[src/rtl/mips_fetch_pkg.sv]
// Shared types and constants for the MIPS instruction-fetch queue.
package mips_fetch_pkg;

    typedef enum logic [1:0] {
        S_BOOT,
        S_RUN,
        S_DRAIN
    } fetch_state_t;

    localparam int          WORD_BYTES       = 4;
    localparam logic [31:0] DEFAULT_RESET_PC = 32'h0000_0000;

    function automatic logic [31:0] next_word(input logic [31:0] addr);
        return addr + 32'(WORD_BYTES);
    endfunction

endpackage

[src/rtl/mips_fetch_queue_if.sv]
// Instruction-memory request/response port between the fetch unit (master) and memory (slave).
interface mips_fetch_queue_if;

    logic        req_valid;
    logic        req_ready;
    logic [31:0] req_addr;
    logic        rsp_valid;
    logic [31:0] rsp_data;

    modport master (
        output req_valid,
        output req_addr,
        input  req_ready,
        input  rsp_valid,
        input  rsp_data
    );

    modport slave (
        input  req_valid,
        input  req_addr,
        output req_ready,
        output rsp_valid,
        output rsp_data
    );

endinterface

[src/rtl/mips_fetch_fifo.sv]
// First-word-fall-through FIFO holding {instruction, pc+4} pairs; clear wins over push.
module mips_fetch_fifo #(
    parameter  int DEPTH = 4,
    parameter  int WIDTH = 64,
    localparam int AW    = $clog2(DEPTH),
    localparam int CW    = AW + 1
) (
    input  logic             clk,
    input  logic             rst,
    input  logic             push,
    input  logic             pop,
    input  logic             clear,
    input  logic [WIDTH-1:0] din,
    output logic [WIDTH-1:0] head,
    output logic [CW-1:0]    count
);

    logic [WIDTH-1:0] mem [DEPTH];
    logic [AW-1:0]    wr_ptr;
    logic [AW-1:0]    rd_ptr;

    always_ff @(posedge clk or negedge rst) begin
        if (!rst) begin
            wr_ptr <= '0;
            rd_ptr <= '0;
            count  <= '0;
        end else if (clear) begin
            wr_ptr <= '0;
            rd_ptr <= '0;
            count  <= '0;
        end else begin
            if (push) wr_ptr <= wr_ptr + AW'(1);
            if (pop)  rd_ptr <= rd_ptr + AW'(1);
            case ({push, pop})
                2'b10:   count <= count + CW'(1);
                2'b01:   count <= count - CW'(1);
                default: ;
            endcase
        end
    end

    // Storage needs no reset: the count gates every read of it.
    always_ff @(posedge clk) begin
        if (push && !clear) mem[wr_ptr] <= din;
    end

    assign head = mem[rd_ptr];

endmodule

[src/rtl/mips_fetch_queue.sv]
// Fetch front end: PC, credit-limited imem requests, stale-return dropping and IF/ID queue.
// Optional FETCH_PERF_CNT_EN adds perf_fetched/perf_dropped/perf_stall counters.
module mips_fetch_queue
    import mips_fetch_pkg::*;
#(
    parameter int          DEPTH    = 4,
    parameter int          MAX_OUT  = 2,
    parameter logic [31:0] RESET_PC = DEFAULT_RESET_PC
) (
    input  logic               clk,
    input  logic               rst,
    input  logic               redirect,
    input  logic [31:0]        redirect_pc,
    mips_fetch_queue_if.master imem,
    output logic               instr_valid,
    input  logic               instr_ready,
    output logic [31:0]        instr_out,
    output logic [31:0]        instr_pc4
`ifdef FETCH_PERF_CNT_EN
    ,
    output logic [31:0]        perf_fetched,
    output logic [31:0]        perf_dropped,
    output logic [31:0]        perf_stall
`endif
);

    localparam int             CW        = $clog2(DEPTH) + 1;
    localparam logic [CW-1:0]  MAX_OUT_C = CW'(MAX_OUT);
    localparam logic [CW:0]    DEPTH_C   = (CW+1)'(DEPTH);

    fetch_state_t  state;
    fetch_state_t  state_next;
    logic [31:0]   fetch_pc;
    logic [31:0]   fetch_pc_next;
    logic [31:0]   track_pc;
    logic [31:0]   track_pc_next;
    logic [CW-1:0] outstanding;
    logic [CW-1:0] outstanding_next;
    logic [CW-1:0] drop;
    logic [CW-1:0] drop_next;
    logic [CW-1:0] count;
    logic [63:0]   head;
    logic          credit_ok;
    logic          issue;
    logic          accept;
    logic          stale;
    logic          push;
    logic          pop;

    // Queued words plus words in flight never exceed DEPTH, so every return has a slot.
    assign credit_ok = (outstanding < MAX_OUT_C) &&
                       (({1'b0, count} + {1'b0, outstanding}) < DEPTH_C);
    assign issue     = (state == S_RUN) && !redirect && credit_ok;
    assign accept    = issue && imem.req_ready;
    assign stale     = redirect || (drop != '0);
    assign push      = imem.rsp_valid && !stale;
    assign instr_valid = (count != '0);
    assign pop       = instr_valid && instr_ready;

    assign imem.req_valid = issue;
    assign imem.req_addr  = issue ? fetch_pc : '0;
    assign instr_out      = instr_valid ? head[63:32] : '0;
    assign instr_pc4      = instr_valid ? head[31:0]  : '0;

    mips_fetch_fifo #(
        .DEPTH (DEPTH),
        .WIDTH (64)
    ) fifo (
        .clk   (clk),
        .rst   (rst),
        .push  (push),
        .pop   (pop),
        .clear (redirect),
        .din   ({imem.rsp_data, next_word(track_pc)}),
        .head  (head),
        .count (count)
    );

    always_comb begin
        state_next       = state;
        fetch_pc_next    = fetch_pc;
        track_pc_next    = track_pc;
        outstanding_next = outstanding;
        drop_next        = drop;

        if (accept && !imem.rsp_valid)      outstanding_next = outstanding + CW'(1);
        else if (!accept && imem.rsp_valid) outstanding_next = outstanding - CW'(1);

        if (accept) fetch_pc_next = next_word(fetch_pc);
        if (push)   track_pc_next = next_word(track_pc);
        if (imem.rsp_valid && (drop != '0)) drop_next = drop - CW'(1);

        case (state)
            S_BOOT:  state_next = S_RUN;
            S_DRAIN: if (drop == '0) state_next = S_RUN;
            default: ;
        endcase

        // Everything still in flight at a redirect belongs to the old path.
        if (redirect) begin
            fetch_pc_next = redirect_pc;
            track_pc_next = redirect_pc;
            drop_next     = outstanding_next;
            state_next    = (outstanding_next != '0) ? S_DRAIN : S_RUN;
        end
    end

    always_ff @(posedge clk or negedge rst) begin
        if (!rst) begin
            state       <= S_BOOT;
            fetch_pc    <= RESET_PC;
            track_pc    <= RESET_PC;
            outstanding <= '0;
            drop        <= '0;
        end else begin
            state       <= state_next;
            fetch_pc    <= fetch_pc_next;
            track_pc    <= track_pc_next;
            outstanding <= outstanding_next;
            drop        <= drop_next;
        end
    end

`ifdef FETCH_PERF_CNT_EN
    always_ff @(posedge clk or negedge rst) begin
        if (!rst) begin
            perf_fetched <= '0;
            perf_dropped <= '0;
            perf_stall   <= '0;
        end else begin
            if (push)                           perf_fetched <= perf_fetched + 32'd1;
            if (imem.rsp_valid && stale)        perf_dropped <= perf_dropped + 32'd1;
            if (instr_valid && !instr_ready)    perf_stall   <= perf_stall + 32'd1;
        end
    end
`endif

endmodule

[src/flat_wrapper.sv]
// flat-port wrapper written by rule: the top's interface ports become plain ports
module mips_fetch_queue_flat import mips_fetch_pkg::*;
#(
    parameter int          DEPTH    = 4,
    parameter int          MAX_OUT  = 2,
    parameter logic [31:0] RESET_PC = DEFAULT_RESET_PC
)
  (clk, rst, redirect, redirect_pc, instr_valid, instr_ready, instr_out, instr_pc4, imem_req_valid, imem_req_addr, imem_req_ready, imem_rsp_valid, imem_rsp_data);
  mips_fetch_queue_if imem_i ();
  input  logic clk;
  input  logic rst;
  input  logic redirect;
  input  logic [31:0] redirect_pc;
  output logic instr_valid;
  input  logic instr_ready;
  output logic [31:0] instr_out;
  output logic [31:0] instr_pc4;
  output wire logic [$bits(imem_i.req_valid)-1:0] imem_req_valid;
  output wire logic [$bits(imem_i.req_addr)-1:0] imem_req_addr;
  input wire logic [$bits(imem_i.req_ready)-1:0] imem_req_ready;
  input wire logic [$bits(imem_i.rsp_valid)-1:0] imem_rsp_valid;
  input wire logic [$bits(imem_i.rsp_data)-1:0] imem_rsp_data;
  assign imem_req_valid = imem_i.req_valid;
  assign imem_req_addr = imem_i.req_addr;
  assign imem_i.req_ready = imem_req_ready;
  assign imem_i.rsp_valid = imem_rsp_valid;
  assign imem_i.rsp_data = imem_rsp_data;
  mips_fetch_queue #(.DEPTH(DEPTH), .MAX_OUT(MAX_OUT), .RESET_PC(RESET_PC)) u_core (.clk(clk), .rst(rst), .redirect(redirect), .redirect_pc(redirect_pc), .imem(imem_i), .instr_valid(instr_valid), .instr_ready(instr_ready), .instr_out(instr_out), .instr_pc4(instr_pc4));
endmodule
[config.mk]
export PLATFORM = sky130hd
export DESIGN_NAME = mips_fetch_queue_flat
export DESIGN_NICKNAME = d
export VERILOG_FILES = /design/src/rtl/mips_fetch_pkg.sv /design/src/rtl/mips_fetch_queue_if.sv /design/src/rtl/mips_fetch_fifo.sv /design/src/rtl/mips_fetch_queue.sv /design/src/flat_wrapper.sv
export SDC_FILE = /design/constraint.sdc
export NUM_CORES = 1
export LEC_CHECK = 0
export CAP_MARGIN = 20
export CORE_UTILIZATION = 55
export CTS_CLUSTER_SIZE = 24
export DETAILED_ROUTE_END_ITERATION = 10
export PLACE_DENSITY = 0.78
export SYNTH_ARGS = -nofsm -noshare
export SYNTH_HDL_FRONTEND = slang
export SYNTH_SLANG_ARGS = --single-unit
[constraint.sdc]
create_clock -name clk -period 4.6 [get_ports clk]
set_clock_uncertainty 0.05 [all_clocks]
set_input_delay 0.92 -clock clk [delete_from_list [all_inputs] [get_ports clk]]
set_output_delay 0.92 -clock clk [all_outputs]
set_load 0.02 [all_outputs]
==> results_dict.tcl, run 1 <==
set metrics [dict create \
    synthSimpleGateAreaFrac_pct 12.2 \
    grt_pass1_wl_um 48100 \
    yosys.area_share.adder_pct 1.15 \
    post_cts_buffers 0 \
    first_pass_iters 10 \
    synth_xor_area_share_pct 4.44 \
    synth_compound_area_share_pct 3.00 \
    max_cap_violations 0 \
    failed_checks "design-rule violations" \
    ant_nets 0 \
    rsz0062_at_grt "no" \
    cp_max_fo 28 \
    cts_buffer_depth 3 \
    area_growth_pct 20.8 \
    yosys_warnings 0 \
    wl_per_cell_um 19.9 \
    tightestPinTransition_ns 0.898 \
    ys_seq_area_share_pct 65.3 \
    p_leak_nw 6.10 \
    ff2ff_path_depth 6 \
    synthArstFlopShare_pct 23.6 \
    synth.area.mux_share_pct 11.7 \
    avgViaCountPerCell 5.80 \
    row_count 59 \
    grt_overflow_total 0 \
    grt_use_total_pct 22.4 \
    synthCells 973 \
    end_kind "primary output" \
    fmax_mhz 243 \
    outcome "finished, violations left" \
    die_area_um2 27600 \
    layout_common_cells "256 x edfxtp_1, 165 x clkdlybuf4s50_1, 91 x and2_1" \
    fillers 1756 \
    grt_max_degree 65 \
    ys_ff_latch 335 \
    netlist_area_um2 14800 \
    cp.required_ns 3.63 \
    synthDistinctLibCells 59 \
    drt_iter0_markers 548 \
    cts_buffers 34 \
    vias 8708 \
    cp.arrival_ns 3.15 \
    synth_nets 1056 \
    syn_area_per_cell_um2 15.2 \
    gp_congestion 0.835 \
    criticalPathCategory "reg2out" \
    final_nets 1225 \
    clk_latency_ns 0.50 \
    cts-root-buf "clkbuf_16" \
    cts_hold_buf 0 \
    synth_top_family_by_area "simple AND/OR/NAND/NOR gates" \
    tns_ns 0 \
    power.density_nw_per_um2 517 \
    htreeDepth 2 \
    totalPowerFinal_w 0.00925 \
    worstSetupStartpointType "register" \
    peakVddDrop_v 0.000283 \
    hold_class "in2async" \
    min_period_over_period_pct 89.6 \
    layout_commonest_cell "edfxtp_1" \
    cts_resized 0 \
    ioPinCount 168 \
    antenna_found_initial 0 \
    antenna_cells 0 \
    core_area_um2 26200 \
    finalWirelength_um 29900 \
    yosys_most_used_dff "edfxtp_1" \
    die_h_um 166 \
    cts.clk_slew.worst_paths_ns 0.06 \
    setup_viol 0 \
    hold_viol 0 \
    multi_input_area_um2 4830 \
    drv_slew 0 \
    grt_pass1_vias 8914 \
    clock_sinks 335 \
    die_w_um 166 \
    slew_headroom_pct 39.6 \
    io_buffers 167 \
    seq_area_um2 9670 \
    period_needed_ns 4.12 \
    initial_utilization_pct 56.4 \
    dp_hpwl_um 19100 \
    drive_above_1_share_pct 15.1 \
    cts_tree "built" \
    synth_edf_count 256 \
    route.detailed.drc 14 \
]
power breakdown:
| part | total, W | switching (W) | internal [W] |
|---|---|---|---|
| logic | 0.00304 | 0.00157 | 0.00147 |
| registers | 0.00369 | 0.000194 | 0.00349 |
| clock network | 0.00252 | 0.00109 | 0.00143 |
| total | 0.00925 | 0.00286 | 0.00639 |
cell usage after synthesis (3+ instances only):
cell / instances / area [µm²]
xor2_1: 33 / 289
nor4_1: 14 / 87.6
nand4_1: 15 / 93.8
nand2_1: 45 / 169
and4_1: 8 / 70.1
o31a_1: 3 / 26.3
a21oi_1: 27 / 135
nor2_1: 43 / 161
mux2i_1: 6 / 60.1
edfxtp_1: 256 / 7690
or3_1: 3 / 18.8
buf_2: 3 / 15.0
a311oi_1: 3 / 26.3
mux2_2: 20 / 225
a211oi_1: 7 / 52.6
buf_1: 12 / 45.0
nand3_1: 27 / 135
mux4_2: 64 / 1440
clkbuf_1: 34 / 128
ha_1: 12 / 150
nand2b_1: 3 / 18.8
nor4_2: 3 / 37.5
dfrtp_1: 79 / 1980
and3_1: 21 / 131
inv_1: 19 / 71.3
buf_6: 5 / 56.3
nor3_1: 26 / 130
xnor2_1: 42 / 368
and2_1: 91 / 569
o21ai_0: 12 / 60.1
critical path, stage by stage (launching register included):
cell             delay, ns
dfrtp_1               0.43
ha_1                  0.22
or4_1                 0.72
nor3_2                0.23
buf_4                 0.26
and2_1                0.17
clkdlybuf4s50_1       0.61
flip-flops by register name (all words and copies together) (netlist names):
| signal | flops |
|---|---|
| u_core.fetch_pc | 32 |
| u_core.fifo.rd_ptr | 2 |
| u_core.state | 2 |
| u_core.track_pc | 32 |
| u_core.fifo.count | 3 |
| u_core.outstanding | 3 |
| u_core.fifo.wr_ptr | 2 |
| u_core.drop | 3 |
| u_core.fifo.mem | 256 |
layout make-up:
| class | count | area share [%] |
|---|---|---|
| clock buffers | 41 | 4.91 |
| clock inverters | 19 | 0.791 |
| inverters | 20 | 0.420 |
| multi-input cells | 564 | 27.0 |
| flip-flops and latches | 335 | 54.1 |
| well taps | 335 | 2.35 |
| repair buffers | 187 | 10.4 |
final timing paths:
kind | startpoint | to | slack (ns)
min in group clk | u_core.fetch_pc[31]$_DFFE_PN0N_ | u_core.fetch_pc[31]$_DFFE_PN0N_ | 0.43
max | u_core.fifo.count[2]$_DFFE_PN0P_ | imem_req_addr[30] | 0.48
min | rst | u_core.fetch_pc[27]$_DFFE_PN0N_ | 0.42
max in group asynchronous | rst | u_core.track_pc[4]$_DFFE_PN0N_ | 3.22
min reg2reg | u_core.fetch_pc[31]$_DFFE_PN0N_ | u_core.fetch_pc[31]$_DFFE_PN0N_ | 0.43
max reg2reg | u_core.fifo.count[2]$_DFFE_PN0P_ | u_core.fetch_pc[29]$_DFFE_PN0N_ | 1.26
logic make-up after synthesis:
group                      Yosys count
DFF                                335
and+or+nand+nor                    318
muxes                               90
xor gates and xnor gates            75
buffers and inverters               74
AOI/OAI and AO/OA                   68
adders and majority gates           13
routing by layer:
| metal | track usage, % | up-vias | share of wire (%) |
|---|---|---|---|
| met5 | 0 | - | 0 |
| met4 | 5.08 | 0 | 1.3 |
| met3 | 3.48 | 30 | 5.1 |
| met2 | 37.0 | 272 | 48 |
| met1 | 31.6 | 4387 | 45 |
| li1 | - | 4019 | - |
metrics by stage:
stage,cells,worst slack [ns],hold slack (ns),util [%],instance area [µm²]
after global placement,1441,0.834,0.424,64.3,16900
final,1501,0.480,0.419,68.2,17900
after CTS,1501,0.461,0.437,68.2,17900
after detailed placement,1441,0.783,0.430,64.3,16900
after global routing,1501,0.309,0.442,68.2,17900
after floorplan,973,0.848,0.407,-,14800
Note: power is estimated with default switching activity, not from simulation.
==> run 2: changes to the inputs <==
--- a/config.mk
+++ b/config.mk
@@ -5,11 +5,11 @@
 export SDC_FILE = /design/constraint.sdc
 export NUM_CORES = 1
 export LEC_CHECK = 0
-export CAP_MARGIN = 20
-export CORE_UTILIZATION = 55
+export CAP_MARGIN = 15
+export CORE_UTILIZATION = 25
 export CTS_CLUSTER_SIZE = 24
 export DETAILED_ROUTE_END_ITERATION = 10
-export PLACE_DENSITY = 0.78
+export PLACE_DENSITY = 0.38
 export SYNTH_ARGS = -nofsm -noshare
 export SYNTH_HDL_FRONTEND = slang
 export SYNTH_SLANG_ARGS = --single-unit
==> run 2 against run 1 <==
The run now ends clean; core utilization down 36 points; largest power group unchanged; largest cell class unchanged; sequential share of layout area fell by 2.4 points; critical path depth unchanged; combinational power is 2% higher; via count shrank 1.7%; sequential power is essentially flat; critical endpoint is now imem_req_addr[18]; hold slack got worse by 0.047 ns; cell count grew 30%.
==> results_dict.tcl, run 2 (synthesis gave the netlist of run 1 again) <==
set metrics [dict create \
    outcome "completed" \
    cts_resized 0 \
    grt_overflow_total 0 \
    largest_reg_flops 256 \
    die_w_um 245 \
    row_count 88 \
    post_cts_buffers 0 \
    final_nets 1234 \
    p_comb_share_pct 31.7 \
    utilization_pct 32.2 \
    drt_iter0_markers 498 \
    slew_headroom_pct 48.2 \
    ff2ff_path_depth 6 \
    core_area_um2 58000 \
    drive_above_1_share_pct 15.7 \
    rrSetupSlack_ns 1.33 \
    layout_commonest_cell "edfxtp_1" \
    finalWirelength_um 37700 \
    cts_hold_buf 0 \
    clk_latency_ns 0.55 \
    cts_tree "built" \
    p_sw_w 0.00309 \
    gp_congestion 0.725 \
    grt_pass1_wl_um 57700 \
    worstSetupStartpointType "register" \
    min_period_over_period_pct 89.3 \
    p_seq_share_pct 37.9 \
    htreeDepth 2 \
    layout_common_cells "256 x edfxtp_1, 165 x clkdlybuf4s50_1, 91 x and2_1" \
    max_cap_violations 0 \
    die_h_um 245 \
    die_area_um2 60100 \
    first_pass_iters 4 \
    cts.clk_slew.worst_paths_ns 0.06 \
    vias 8561 \
    ant_nets 0 \
    seq_area_um2 9670 \
    setup_viol 0 \
    end_kind "primary output" \
    top_register "u_core.fifo.mem" \
    period_needed_ns 4.11 \
    rsz0062_at_grt "no" \
    antenna_found_initial 0 \
    cp.arrival_ns 3.14 \
    power.density_nw_per_um2 526 \
    placed_area_um2 17500 \
    grt_use_total_pct 12.8 \
    p_leak_nw 6.22 \
    tns_ns 0 \
    io_buffers 167 \
    initial_utilization_pct 25.5 \
    ioPinCount 168 \
    criticalPathCategory "reg2out" \
    antenna_cells 0 \
    fmax_mhz 244 \
    wl_per_cell_um 19.4 \
    drv_slew 0 \
    final_design_area_no_fill_um2 18700 \
    hold_class "in2async" \
    tightestPinTransition_ns 0.771 \
    grt_pass1_vias 9278 \
    cp.required_ns 3.63 \
    area_growth_pct 26.3 \
    hold_viol 0 \
    route.detailed.drc 0 \
    peakVddDrop_v 0.000276 \
    cts_buffers 40 \
    r2r_end "u_core.fetch_pc[29]$_DFFE_PN0N_" \
    clkPwrFrac_pct 30.5 \
    cts_buffer_depth 3 \
    grt_max_degree 65 \
    top_regs "u_core.fifo.mem: 256 flops, u_core.fetch_pc: 32 flops, u_core.track_pc: 32 flops" \
    timing.rr.start "u_core.fifo.count[2]$_DFFE_PN0P_" \
    fillers 5655 \
    cp_max_fo 28 \
    multi_input_area_um2 4840 \
    clock_sinks 335 \
    avgViaCountPerCell 4.40 \
    sw_frac_of_total_pct 31.5 \
    p_int_w 0.00673 \
    cts-root-buf "clkbuf_16" \
    dp_hpwl_um 24600 \
]
-- run 2: changes by cell type in the layout (fill, tap and decap cells not counted), sizes merged --
cell | before | now
buf | 22 | 25
bufinv | 1 | 2
clkbuf | 41 | 54
clkinv | 13 | 15
clkinvlp | 2 | 0
inv | 23 | 22
-- run 2: final cells by class --
class	count	share of cell area (%)
inverters	20	0.402
flip-flops and latches	335	51.7
well taps	765	5.12
clock inverters	19	0.783
repair buffers	190	10.3
multi-input cells	564	25.9
clock buffers	54	5.75
-- run 2: critical path, cell delays in order (launching register included) --
cell,delay [ns]
dfrtp_1,0.42
ha_1,0.21
or4_1,0.69
nor3_2,0.20
buf_4,0.28
and2_1,0.17
clkdlybuf4s50_1,0.60
-- run 2: stage by stage --
| step | hold slack, ns | power, W | worst slack (ns) | instances |
|---|---|---|---|---|
| after floorplan | 0.407 | 0.00555 | 0.848 | 973 |
| after global placement | 0.423 | 0.00701 | 0.769 | 1874 |
| after detailed placement | 0.438 | 0.00701 | 0.766 | 1874 |
| after CTS | 0.387 | 0.0101 | 0.412 | 1947 |
| after global routing | 0.404 | 0.0104 | 0.286 | 1947 |
| final | 0.372 | 0.00982 | 0.493 | 1947 |
-- run 2: how the worst max path moves through the flow --
| stage | startpoint | depth (start not counted) | endpoint |
|---|---|---|---|
| floorplan | redirect | 6 | imem_req_addr[21] |
| global placement | redirect | 4 | imem_req_addr[1] |
| detailed placement | redirect | 6 | imem_req_addr[18] |
| CTS | u_core.outstanding[2]$_DFF_PN0_ | 6 | imem_req_addr[18] |
| global route | u_core.fifo.count[2]$_DFFE_PN0P_ | 6 | imem_req_addr[19] |
| finish | u_core.fifo.count[2]$_DFFE_PN0P_ | 6 | imem_req_addr[18] |
-- run 2: metal layers --
metal | global-route usage, % | wire (µm) | share of wire (%)
met5 | 0 | 0 | 0
met4 | 4.15 | 1030 | 2.7
met3 | 2.89 | 1640 | 4.4
met2 | 20.3 | 17400 | 46
met1 | 17.1 | 17700 | 47
-- run 2: power by group through the flow --
stage	Clock [W]	Sequential, W	Combinational [W]
after CTS	0.00312	0.00373	0.00323
after global routing	0.00322	0.00376	0.00339
after global placement	0	0.00379	0.00321
after detailed placement	0	0.00379	0.00322
after floorplan	0	0.00366	0.00189
final	0.00299	0.00372	0.00311
==> run 3: changes to the inputs <==
--- a/config.mk
+++ b/config.mk
@@ -5,9 +5,10 @@
 export SDC_FILE = /design/constraint.sdc
 export NUM_CORES = 1
 export LEC_CHECK = 0
+export ABC_AREA = 1
 export CAP_MARGIN = 15
 export CORE_UTILIZATION = 25
-export CTS_CLUSTER_SIZE = 24
+export CTS_CLUSTER_SIZE = 16
 export DETAILED_ROUTE_END_ITERATION = 10
 export PLACE_DENSITY = 0.38
 export SYNTH_ARGS = -nofsm -noshare
==> run 3 against run 2 <==
Combinational power fell by 9.3%; first-iteration DRC count is 13% higher; area after synthesis up 3.8%; total power is 2.7% lower; global-route usage grew 2.2 points; critical endpoint is now instr_pc4[5].
==> results_dict.tcl, run 3 <==
set metrics [dict create \
    startpoint "u_core.fifo.rd_ptr[0]$_DFFE_PN0P_" \
    slew_headroom_pct 36.1 \
    tightestPinTransition_ns 0.959 \
    synthArstFlopShare_pct 23.6 \
    avgViaCountPerCell 4.49 \
    utilization_pct 31.8 \
    placed_area_um2 17900 \
    finalWirelength_um 46500 \
    yosys_warnings 0 \
    rsz0062_at_grt "no" \
    synth_compound_area_share_pct 10.1 \
    ant_nets 0 \
    synth_xor_area_share_pct 1.93 \
    die_h_um 250 \
    synth_top_area_share_pct 50.1 \
    netlist_area_um2 15300 \
    synth_nets 1634 \
    grt_pass1_vias 11300 \
    tns_ns 0 \
    core_area_um2 60500 \
    cts.clk_slew.worst_paths_ns 0.06 \
    clk_latency_ns 0.56 \
    hold_class "in2async" \
    drt_iter0_markers 565 \
    cts-root-buf "clkbuf_16" \
    wl_per_cell_um 18.5 \
    cts_resized 0 \
    synth.area.mux_share_pct 0 \
    antenna_found_initial 0 \
    layout_commonest_cell "nor2_1" \
    cts_tree "built" \
    period_needed_ns 4.02 \
    layout_common_cells "361 x nor2_1, 256 x edfxtp_1, 193 x nand2_1" \
    cts_buffer_depth 3 \
    synth_most_common_cell "nor2_1" \
    route.detailed.drc 0 \
    cts_hold_buf 0 \
    yosys_most_used_dff "edfxtp_1" \
    seq_area_um2 9670 \
    timing.rr.start "u_core.fifo.count[2]$_DFFE_PN0P_" \
    synthDistinctLibCells 43 \
    drive_above_1_share_pct 7.48 \
    fillers 6198 \
    synth_top_family_by_area "simple AND/OR/NAND/NOR gates" \
    dp_hpwl_um 28800 \
    worstSetupStartpointType "register" \
    grt_pass1_wl_um 70600 \
    post_cts_buffers 0 \
    area_growth_pct 25.2 \
    fmax_mhz 249 \
    ys_ff_latch 335 \
    cp.arrival_ns 3.05 \
    top_regs "u_core.fifo.mem: 256 flops, u_core.fetch_pc: 32 flops, u_core.track_pc: 32 flops" \
    grt_use_total_pct 14.9 \
    htreeDepth 2 \
    largest_reg_flops 256 \
    drv_slew 0 \
    synthSimpleGateAreaFrac_pct 18.8 \
    row_count 90 \
    top_register "u_core.fifo.mem" \
    antenna_cells 0 \
    cpMostUsedCell "nor2_1" \
    criticalPathCategory "reg2out" \
    grt_max_degree 67 \
    ioPinCount 168 \
    hold_viol 0 \
    vias 11300 \
    outcome "completed" \
    peakVddDrop_v 0.000299 \
    ys_seq_area_share_pct 63.0 \
    path_cells "buf_4, nor2_1, nor2_1, o21ai_0, a21oi_1, clkdlybuf4s50_1" \
    p_leak_nw 7.09 \
    clock_sinks 335 \
    end_kind "primary output" \
    synthCells 1551 \
    cp.required_ns 3.63 \
    multi_input_area_um2 4940 \
    setup_viol 0 \
    die_area_um2 62400 \
    max_cap_violations 0 \
    yosys.area_share.adder_pct 1.11 \
    synth.area.top_cells "edfxtp_1 50%, dfrtp_1 13%, nor2_1 8.9%, o21ai_0 4.9%, nand2_1 4.7%" \
    final_nets 1792 \
    cts_buffers 42 \
    io_buffers 167 \
    first_pass_iters 5 \
    synth_top_area_cell "edfxtp_1" \
    die_w_um 250 \
    synthTopCellsByCount "365 x nor2_1, 256 x edfxtp_1, 193 x nand2_1, 150 x o21ai_0, 118 x inv_1" \
    cpPeakStageDelay_ns 0.77 \
    initial_utilization_pct 25.4 \
    cp_max_fo 42 \
    gp_congestion 0.833 \
    grt_overflow_total 0 \
    synth_edf_count 256 \
    min_period_over_period_pct 87.4 \
    final_design_area_no_fill_um2 19200 \
    crit_slowest_cell "clkdlybuf4s50_1" \
    power.density_nw_per_um2 497 \
    syn_area_per_cell_um2 9.90 \
]
==> run 3: changes by cell type in the layout (fill, tap and decap cells not counted), sizes merged, moves of 33 or more <==
| cell | delta |
|---|---|
| nand2 | +155 |
| xnor2 | -34 |
| nand3 | +33 |
| o21ai | +141 |
| and2 | -92 |
| mux4 | -64 |
| inv | +101 |
| a21oi | +58 |
| nor2 | +333 |
==> run 3: layout make-up <==
class,count,area share [%]
Clock inverter,23,0.846
Timing Repair Buffer,186,9.86
Inverter,122,2.38
Clock buffer,50,5.79
Multi-Input combinational cell,1022,25.7
Sequential cell,335,50.3
Tap cell,782,5.09
==> run 3: stage by stage <==
| step | hold slack, ns | std cells | worst slack (ns) | total power (W) |
|---|---|---|---|---|
| floorplan | 0.426 | 1551 | 0.00260 | 0.00525 |
| global placement | 0.456 | 2447 | 1.08 | 0.00657 |
| detailed placement | 0.466 | 2447 | 1.06 | 0.00658 |
| CTS | 0.327 | 2520 | 0.494 | 0.00975 |
| global route | 0.360 | 2520 | 0.324 | 0.0101 |
| finish | 0.327 | 2520 | 0.578 | 0.00956 |
==> run 3: cells by family after synthesis <==
family / count (synthesis)
adder cells (fa/ha/maj): 13
XOR/XNOR: 33
buffers and inverters: 194
flip-flops: 335
AO/OA/AOI/OAI: 288
AND/OR/NAND/NOR: 688
==> run 3: power breakdown <==
| group | internal [W] | switching (W) | leakage, nW |
|---|---|---|---|
| clock network | 0.00178 | 0.00132 | 0.627 |
| registers | 0.00346 | 0.000180 | 3.24 |
| logic | 0.00105 | 0.00177 | 3.22 |
| total | 0.00629 | 0.00327 | 7.09 |
==> run 3: path summary, 6_finish.rpt <==
path / end / slack (ns) / cells after the start
min in group clk: u_core.fetch_pc[31]$_DFFE_PN0N_ / 0.48 / 2
worst max register to register: u_core.fetch_pc[22]$_DFFE_PN0N_ / 1.87 / 10
worst min-delay path: u_core.track_pc[19]$_DFFE_PN0N_ / 0.33 / 1
worst min register to register: u_core.fetch_pc[31]$_DFFE_PN0N_ / 0.48 / 2
worst max-delay path: instr_pc4[5] / 0.58 / 6
max in group asynchronous: u_core.track_pc[1]$_DFFE_PN0P_ / 3.20 / 2
==> run 3: metal layers <==
| layer | vias up | share of wire (%) | track usage (%) |
|---|---|---|---|
| li1 | 5573 | - | - |
| met1 | 5471 | 48 | 20.8 |
| met2 | 218 | 46 | 24.1 |
| met3 | 50 | 3.7 | 2.39 |
| met4 | 0 | 1.6 | 3.74 |
| met5 | - | 0 | 0 |
==> run 3: worst max-delay path: cells and delay by family, from the launching register on <==
family,cells,cell delay [ns]
buffers and inverters,2,1.30
flip-flops,1,0.70
AO/OA/AOI/OAI,2,0.30
AND/OR/NAND/NOR,2,0.19
